### config.mk
export PLATFORM = sky130hd
export DESIGN_NAME = display_decoder
export DESIGN_NICKNAME = d
export VERILOG_FILES = /design/src/rtl/display_decoder.sv
export SDC_FILE = /design/constraint.sdc
export NUM_CORES = 1
export LEC_CHECK = 0
export ABC_AREA = 0
export CAP_MARGIN = 15
export CORE_ASPECT_RATIO = 0.75
export CORE_UTILIZATION = 58
export CTS_CLUSTER_SIZE = 24
export DETAILED_ROUTE_END_ITERATION = 8
export PLACE_DENSITY = 0.88
export REMOVE_ABC_BUFFERS = 1
export SYNTH_ARGS = -nofsm -noshare
export SYNTH_HDL_FRONTEND = slang
export SYNTH_SLANG_ARGS = --single-unit
### constraint.sdc
create_clock -name clk_500Hz -period 9.1 [get_ports clk_500Hz]
set_input_delay 1.365 -clock clk_500Hz [delete_from_list [all_inputs] [get_ports clk_500Hz]]
set_output_delay 1.365 -clock clk_500Hz [all_outputs]
set_load 0.005 [all_outputs]
### src/rtl/display_decoder.sv
// Recovers digits from a multiplexed, active-low 7-segment scan and commits a
// frame once all four anode slots have been sampled in any order.
module display_decoder (
   input  logic        clk_500Hz,
   input  logic        rst,
   input  logic [6:0]  seg,
   input  logic [3:0]  an,
   output logic [13:0] number,
   output logic [15:0] digits,
   output logic        frame_valid,
   output logic        numeric,
   output logic        stable,
   output logic        anode_err
);

   logic [15:0] cap_q, cap_d;
   logic [3:0]  seen_q, seen_d;
   logic        hasCommit_q, hasCommit_d;
   logic [13:0] number_q, number_d;
   logic [15:0] digits_q, digits_d;
   logic        frameValid_q, frameValid_d;
   logic        numeric_q, numeric_d;
   logic        stable_q, stable_d;
   logic        anodeErr_q, anodeErr_d;

   logic [3:0]  glyph;
   logic [3:0]  slotHot;
   logic        illegal;
   logic [15:0] capNext;
   logic [3:0]  seenNext;
   logic        commit;
   logic        allNum;
   logic [13:0] value;

   // Active-low glyph table; an all-dark digit is reported as blank (E).
   always_comb begin
      glyph = 4'hF;
      case (seg)
         7'b1000000: glyph = 4'd0;
         7'b1111001: glyph = 4'd1;
         7'b0100100: glyph = 4'd2;
         7'b0110000: glyph = 4'd3;
         7'b0011001: glyph = 4'd4;
         7'b0010010: glyph = 4'd5;
         7'b0000010: glyph = 4'd6;
         7'b1111000: glyph = 4'd7;
         7'b0000000: glyph = 4'd8;
         7'b0011000: glyph = 4'd9;
         7'b1111111: glyph = 4'hE;
         default:    glyph = 4'hF;
      endcase
   end

   always_comb begin
      slotHot = 4'b0000;
      illegal = 1'b0;
      case (an)
         4'b1110: slotHot = 4'b1000;
         4'b1101: slotHot = 4'b0100;
         4'b1011: slotHot = 4'b0010;
         4'b0111: slotHot = 4'b0001;
         4'b1111: slotHot = 4'b0000;
         default: illegal = 1'b1;
      endcase
   end

   // The completing sample is folded into capNext so the commit sees it directly.
   always_comb begin
      capNext = cap_q;
      for (int i = 0; i < 4; i++) begin
         if (slotHot[i]) capNext[i*4 +: 4] = glyph;
      end
      seenNext = seen_q | slotHot;
      commit   = (slotHot != 4'b0000) && (seenNext == 4'b1111);
      allNum   = (capNext[15:12] <= 4'd9) && (capNext[11:8] <= 4'd9) &&
                 (capNext[7:4] <= 4'd9) && (capNext[3:0] <= 4'd9);
      value    = 14'(capNext[15:12]) * 14'd1000 + 14'(capNext[11:8]) * 14'd100 +
                 14'(capNext[7:4]) * 14'd10 + 14'(capNext[3:0]);
   end

   always_comb begin
      cap_d        = capNext;
      seen_d       = commit ? 4'b0000 : seenNext;
      hasCommit_d  = hasCommit_q | commit;
      digits_d     = commit ? capNext : digits_q;
      numeric_d    = commit ? allNum : numeric_q;
      number_d     = (commit && allNum) ? value : number_q;
      stable_d     = commit ? (hasCommit_q && (capNext == digits_q)) : stable_q;
      frameValid_d = commit;
      anodeErr_d   = illegal;
   end

   always_ff @(posedge clk_500Hz) begin
      if (rst) begin
         cap_q        <= '0;
         seen_q       <= '0;
         hasCommit_q  <= 1'b0;
         number_q     <= '0;
         digits_q     <= '0;
         frameValid_q <= 1'b0;
         numeric_q    <= 1'b0;
         stable_q     <= 1'b0;
         anodeErr_q   <= 1'b0;
      end else begin
         cap_q        <= cap_d;
         seen_q       <= seen_d;
         hasCommit_q  <= hasCommit_d;
         number_q     <= number_d;
         digits_q     <= digits_d;
         frameValid_q <= frameValid_d;
         numeric_q    <= numeric_d;
         stable_q     <= stable_d;
         anodeErr_q   <= anodeErr_d;
      end
   end

   assign number      = number_q;
   assign digits      = digits_q;
   assign frame_valid = frameValid_q;
   assign numeric     = numeric_q;
   assign stable      = stable_q;
   assign anode_err   = anodeErr_q;

endmodule

; ---- After elaboration in Yosys (flattened, before gate mapping)
; Cells that the tools add are included.
[op_classes]
n_reduce_logical = 10
multipliers = 3
n_addsub = 3
muxes = 7
bitwise_logic = 2
n_lt_le_gt_ge = 4
n_eq_ne = 17
[ops]
columns = operator, count
row1 = $pmux W4 S11, 1
row2 = $eq A7 B7 Y1 const B, 4
row3 = $eq A7 B5 Y1 const B, 3
row4 = $eq A4 B4 Y1 const B, 5
row5 = $eq A16 B16 Y1, 1
row6 = $le A4 B4 Y1 const B, 4
row7 = $mux W4, 4
row8 = $pmux W4 S4, 1
row9 = $add A14 B11 Y14, 1
row10 = $add A14 B4 Y14, 1
row11 = $add A14 B8 Y14, 1
row12 = $eq A7 B6 Y1 const B, 2
row13 = $mul A4 B7 Y11 const B, 1
row14 = $mul A4 B5 Y9 const B, 1
row15 = $eq A7 B2 Y1 const B, 1
row16 = $logic_not A7 Y1, 1
row17 = $mul A4 B3 Y7 const B, 1
row18 = $logic_and A1 B1 Y1, 6
row19 = $reduce_or A5 Y1, 1
row20 = $eq A4 B3 Y1 const B, 1
row21 = $or A4 B4 Y4, 1
row22 = $reduce_bool A4 Y1, 1
row23 = $reduce_or A2 Y1, 1
row24 = $mux W1, 1
row25 = $or A1 B1 Y1, 1
[totals]
ff_bits = 55
out_inout_bits = 34
input_bits = 13
wordCells = 55

; ---- Logic depth before layout (Yosys ltp)
[depth]
ltp_word = 8
depth_mapped = 26

; ---- Least setup slack after synthesis
; Ideal clock, no wire load.
[synth_path]
kind = input-to-reg
from = input seg[4]
to = register number_q[13] (netlist: number[13])
n_path_buf = 1
arrival_time_ns = 6.929
setup_ns = 0.096
stages = 21
setup_slack_ns = 2.076
cell_sequence = buf_6 > or4_4 > a21oi_4 > nor3_4 > a21oi_2 > o21ai_0 > fa_1 > inv_1 > fa_1 > inv_1 > ha_1 > xnor2_1 > ha_1 > ha_1 > ha_1 > nand2_1 > o211a_1 > o41ai_1 > a21oi_1 > xor3_1 > o41ai_2
[synth_between]
elab_chain_len = 8
[synth_lines]
columns = element, line
row1 = "start, declared", 6  ; input logic [6:0] seg,
row2 = "$eq A7 B7 Y1, or another cell as far along", 38  ; case (seg)
row3 = $pmux W4 S11 *, 38
row4 = $mux W4 *, 71  ; if (slotHot[i]) capNext[i*4 +: 4] = glyph;
row5 = named net capNext[15], 29  ; logic [15:0] capNext;
row6 = branches (longest 5 deep; another with $add A14 B11 Y14), n/a
row7 = "end signal, assigned", 108  ; number_q <= number_d;
row8 = "end, declared", 19  ; logic [13:0] number_q, number_d;
; Mark *: on every way through the listed nets, which the timed path passes.
; A chain may end at the register's enable or synchronous reset.

; ---- Worst setup path in the final report
; Ends and elaborated chain as after synthesis.

==> flow_summary.yaml <==
status:
  outcome: "completed"
yosys:
  synth.avg_cell_area_sq_um: 8.70
  ys_ff_latch: 55
  synth_area_leaders: "dfxtp_1, ha_1, fa_1"
  synth_top_area_share: 0.234
  synth-warning-count: 0
  synthCells: 540
  ys_async_sr_fraction: 0
  synth_common_cells: "nor2_1, ha_1, dfxtp_1"
  synth.distinct_cells: 74
  yosysSeqAreaShare: 0.234
  synth_area_leader_cell: "dfxtp_1"
  ys.flop_type: "dfxtp_1"
  syn_area_sq_mm: 0.00470
  synth_edf_count: 0
  yosysMostFrequentCell: "nor2_1"
sta:
  fin_setup_tns_ns: 0
  worst_pin_slew_ns: 0.920
  slew_violations: 0
  max_freq_mhz: 131
  post-route-min-period_ns: 7.66
  finalSetupViolations: 0
  slew_headroom: 0.383
  finalHoldViolCount: 0
  whs_ns: 0.484
  timing.final.crit_share: 0.841
  finClkSkew_ns: 0.0126
  finalWorstSetupSlack_ns: 1.44
  rsz0062_at_grt: "no"
floorplanning:
  ios: 47
  rows: 28
  die_h_um: 79.9
  die_area_sq_mm: 0.00846
  core_sq_mm: 0.00788
  start_util: 0.596
  die_w_um: 106
power:
  power_leakage_uw: 0.00229
  power_uw: 574
  power_density_mw_per_mm2: 109
  vdd_ir_drop_max_v: 0.0000636
layout:
  fin_cells: 679
  nets: 659
  n_antenna_cell: 0
  fill_cells: 639
  area_growth_pct: 12.5
  drive_above_1_share: 0.0662
route:
  viasPerCell: 6.23
  via_count: 4229
  drt_iter0_markers: 424
  first_pass_iters: 7
  totalWireLength_um: 11900
  wl_per_cell_um: 17.5
  antenna_left: 0
  route.detailed.drc: 0
worst_hold_path:
  holdPathStages: 2
  hold_path_class: "flip-flop to flip-flop"
cts:
  cts_num_sinks: 55
  tritoncts: "done"
  cts-root-buf: "clkbuf_8"
  cts_buffers: 5
  h-tree-depth: 2
  clk_latency_ns: 0.33
  clockBufferDepth: 2
  path_clk_slew_ns: 0.11
  cts_setup_buffers: 0
  cts_hold_buf: 0
  cts_resized: 0
worst_setup_path:
  reg2reg_slack_ns: 4.07
  rr_worst_depth: 20
  path_common_cell: "ha_1"
  cp_slowest_stage_delay_ns: 0.65
  crit_arrival_ns: 7.89
  crit_start: "seg[4]"
  startpoint_type: "input pin"
  critPathMaxFanout: 10
  worst_r2r_startpoint: "cap_q[14]"
  slowest_stage: "fa_1"
  r2r-end: "number[13]"
  crit_type: "input pin to flip-flop"
  cp-end-kind: "flip-flop"
  worstSetupEndpoint: "number[13]"
  crit_chain: "clkdlybuf4s50_1, or4_4, a21oi_4, nor2_1, a21boi_2, o21a_1, inv_1, fa_1, inv_1, fa_1, inv_1, ha_1, a21oi_1, o21bai_1, xor2_1, ha_1, ha_1, ha_1, nor3_1, o211a_1, o41ai_1, a21oi_1, xor3_1, o41ai_2"
  critPathRequiredTime_ns: 9.33
grt:
  grt_usage: 0.293
  overflow: 0
  grt_pass1_wl_um: 19500
  grt_pass1_vias: 4006
  antenna_found_initial: 0
  grt_max_degree: 53
place:
  dp_cells: 670
  hpwl_um: 9000
  gp_congestion: 0.959
  dp_slack_ns: 0.872
  port-buffer-count: 46
flow_run:
  drv_cap: 0
## registers in the layout, indices dropped and copies added, names as in the netlist
signal       count
cap_q           16
digits          16
number          14
seen_q           4
anode_err        1
frame_valid      1
hasCommit_q      1
numeric          1
stable           1
## worst max-delay path: cells and delay by family
| kind | cells | cell delay (ns) |
|---|---|---|
| buf+inv | 4 | 0.91 |
| compound gates | 9 | 1.97 |
| simple gates | 3 | 0.82 |
| xor+xnor | 2 | 0.53 |
| fa+ha+maj | 6 | 2.31 |
## cells in the final DEF (no fill, tap or decap), drive strengths merged, types with 4 or more instances in the layout
| master | instances |
|---|---|
| nor3 | 9 |
| o21ai | 29 |
| o2111ai | 4 |
| a21oi | 35 |
| nor2b | 11 |
| ha | 56 |
| nand2 | 28 |
| fa | 17 |
| nand3 | 18 |
| a2111oi | 5 |
| nor2 | 62 |
| clkbuf | 6 |
| a211oi | 4 |
| nand2b | 8 |
| xnor2 | 23 |
| or3 | 5 |
| xor2 | 9 |
| a21o | 13 |
| inv | 50 |
| dfxtp | 55 |
| clkdlybuf4s50 | 45 |
| or2 | 4 |
| mux2i | 13 |
| nand4 | 7 |
## how the worst min path moves through the flow
stage	end	slack (ns)	start
6_report	number[11]	0.48	number[11]
3_3_place_gp	seen_q[2]	0.46	seen_q[2]
2_1_floorplan	hasCommit_q	0.43	hasCommit_q
4_1_cts	seen_q[2]	0.49	seen_q[2]
3_5_place_dp	seen_q[2]	0.46	seen_q[2]
5_1_grt	numeric	0.50	numeric
## kinds of logic (layout without fill, tap and decap cells)
family,after synthesis,after routing,synth area share
adder cells (fa/ha/maj),74,74,0.224
flip-flops,55,55,0.234
AO/OA/AOI/OAI,126,126,0.204
AND/OR/NAND/NOR,168,168,0.180
buffers and inverters,71,105,0.0645
multiplexers,13,13,0.0277
XOR/XNOR,33,33,0.0647
## metal layers
metal  part of all wire  GRT usage
met5                  0          0
met4              0.024     0.0875
met3              0.097     0.0669
met2               0.44      0.469
met1               0.43      0.394
## power breakdown
part	switching, uW	leakage, uW	internal (uW)
logic	106	0.00179	72.1
clock network	91.9	0.0000522	58.7
registers	1.84	0.000445	244
total	199	0.00229	375
## stage by stage
stage / area (sq um) / utilization
after global routing: 5280 / 0.670
final: 5280 / 0.670
after CTS: 5280 / 0.669
after detailed placement: 5170 / 0.657
after floorplan: 4570 / -
after global placement: 5170 / 0.657
## cell type report
class	count	area, sq um	share of cell area
Clock inverter	3	31.3	0.00592
Multi-Input combinational cell	414	3290	0.623
Timing Repair Buffer	49	478	0.0905
Tap cell	105	131	0.0249
Sequential cell	55	1100	0.208
Clock buffer	5	68.8	0.0130
Inverter	48	180	0.0341
No activity file was read; power rests on OpenSTA's default activity.
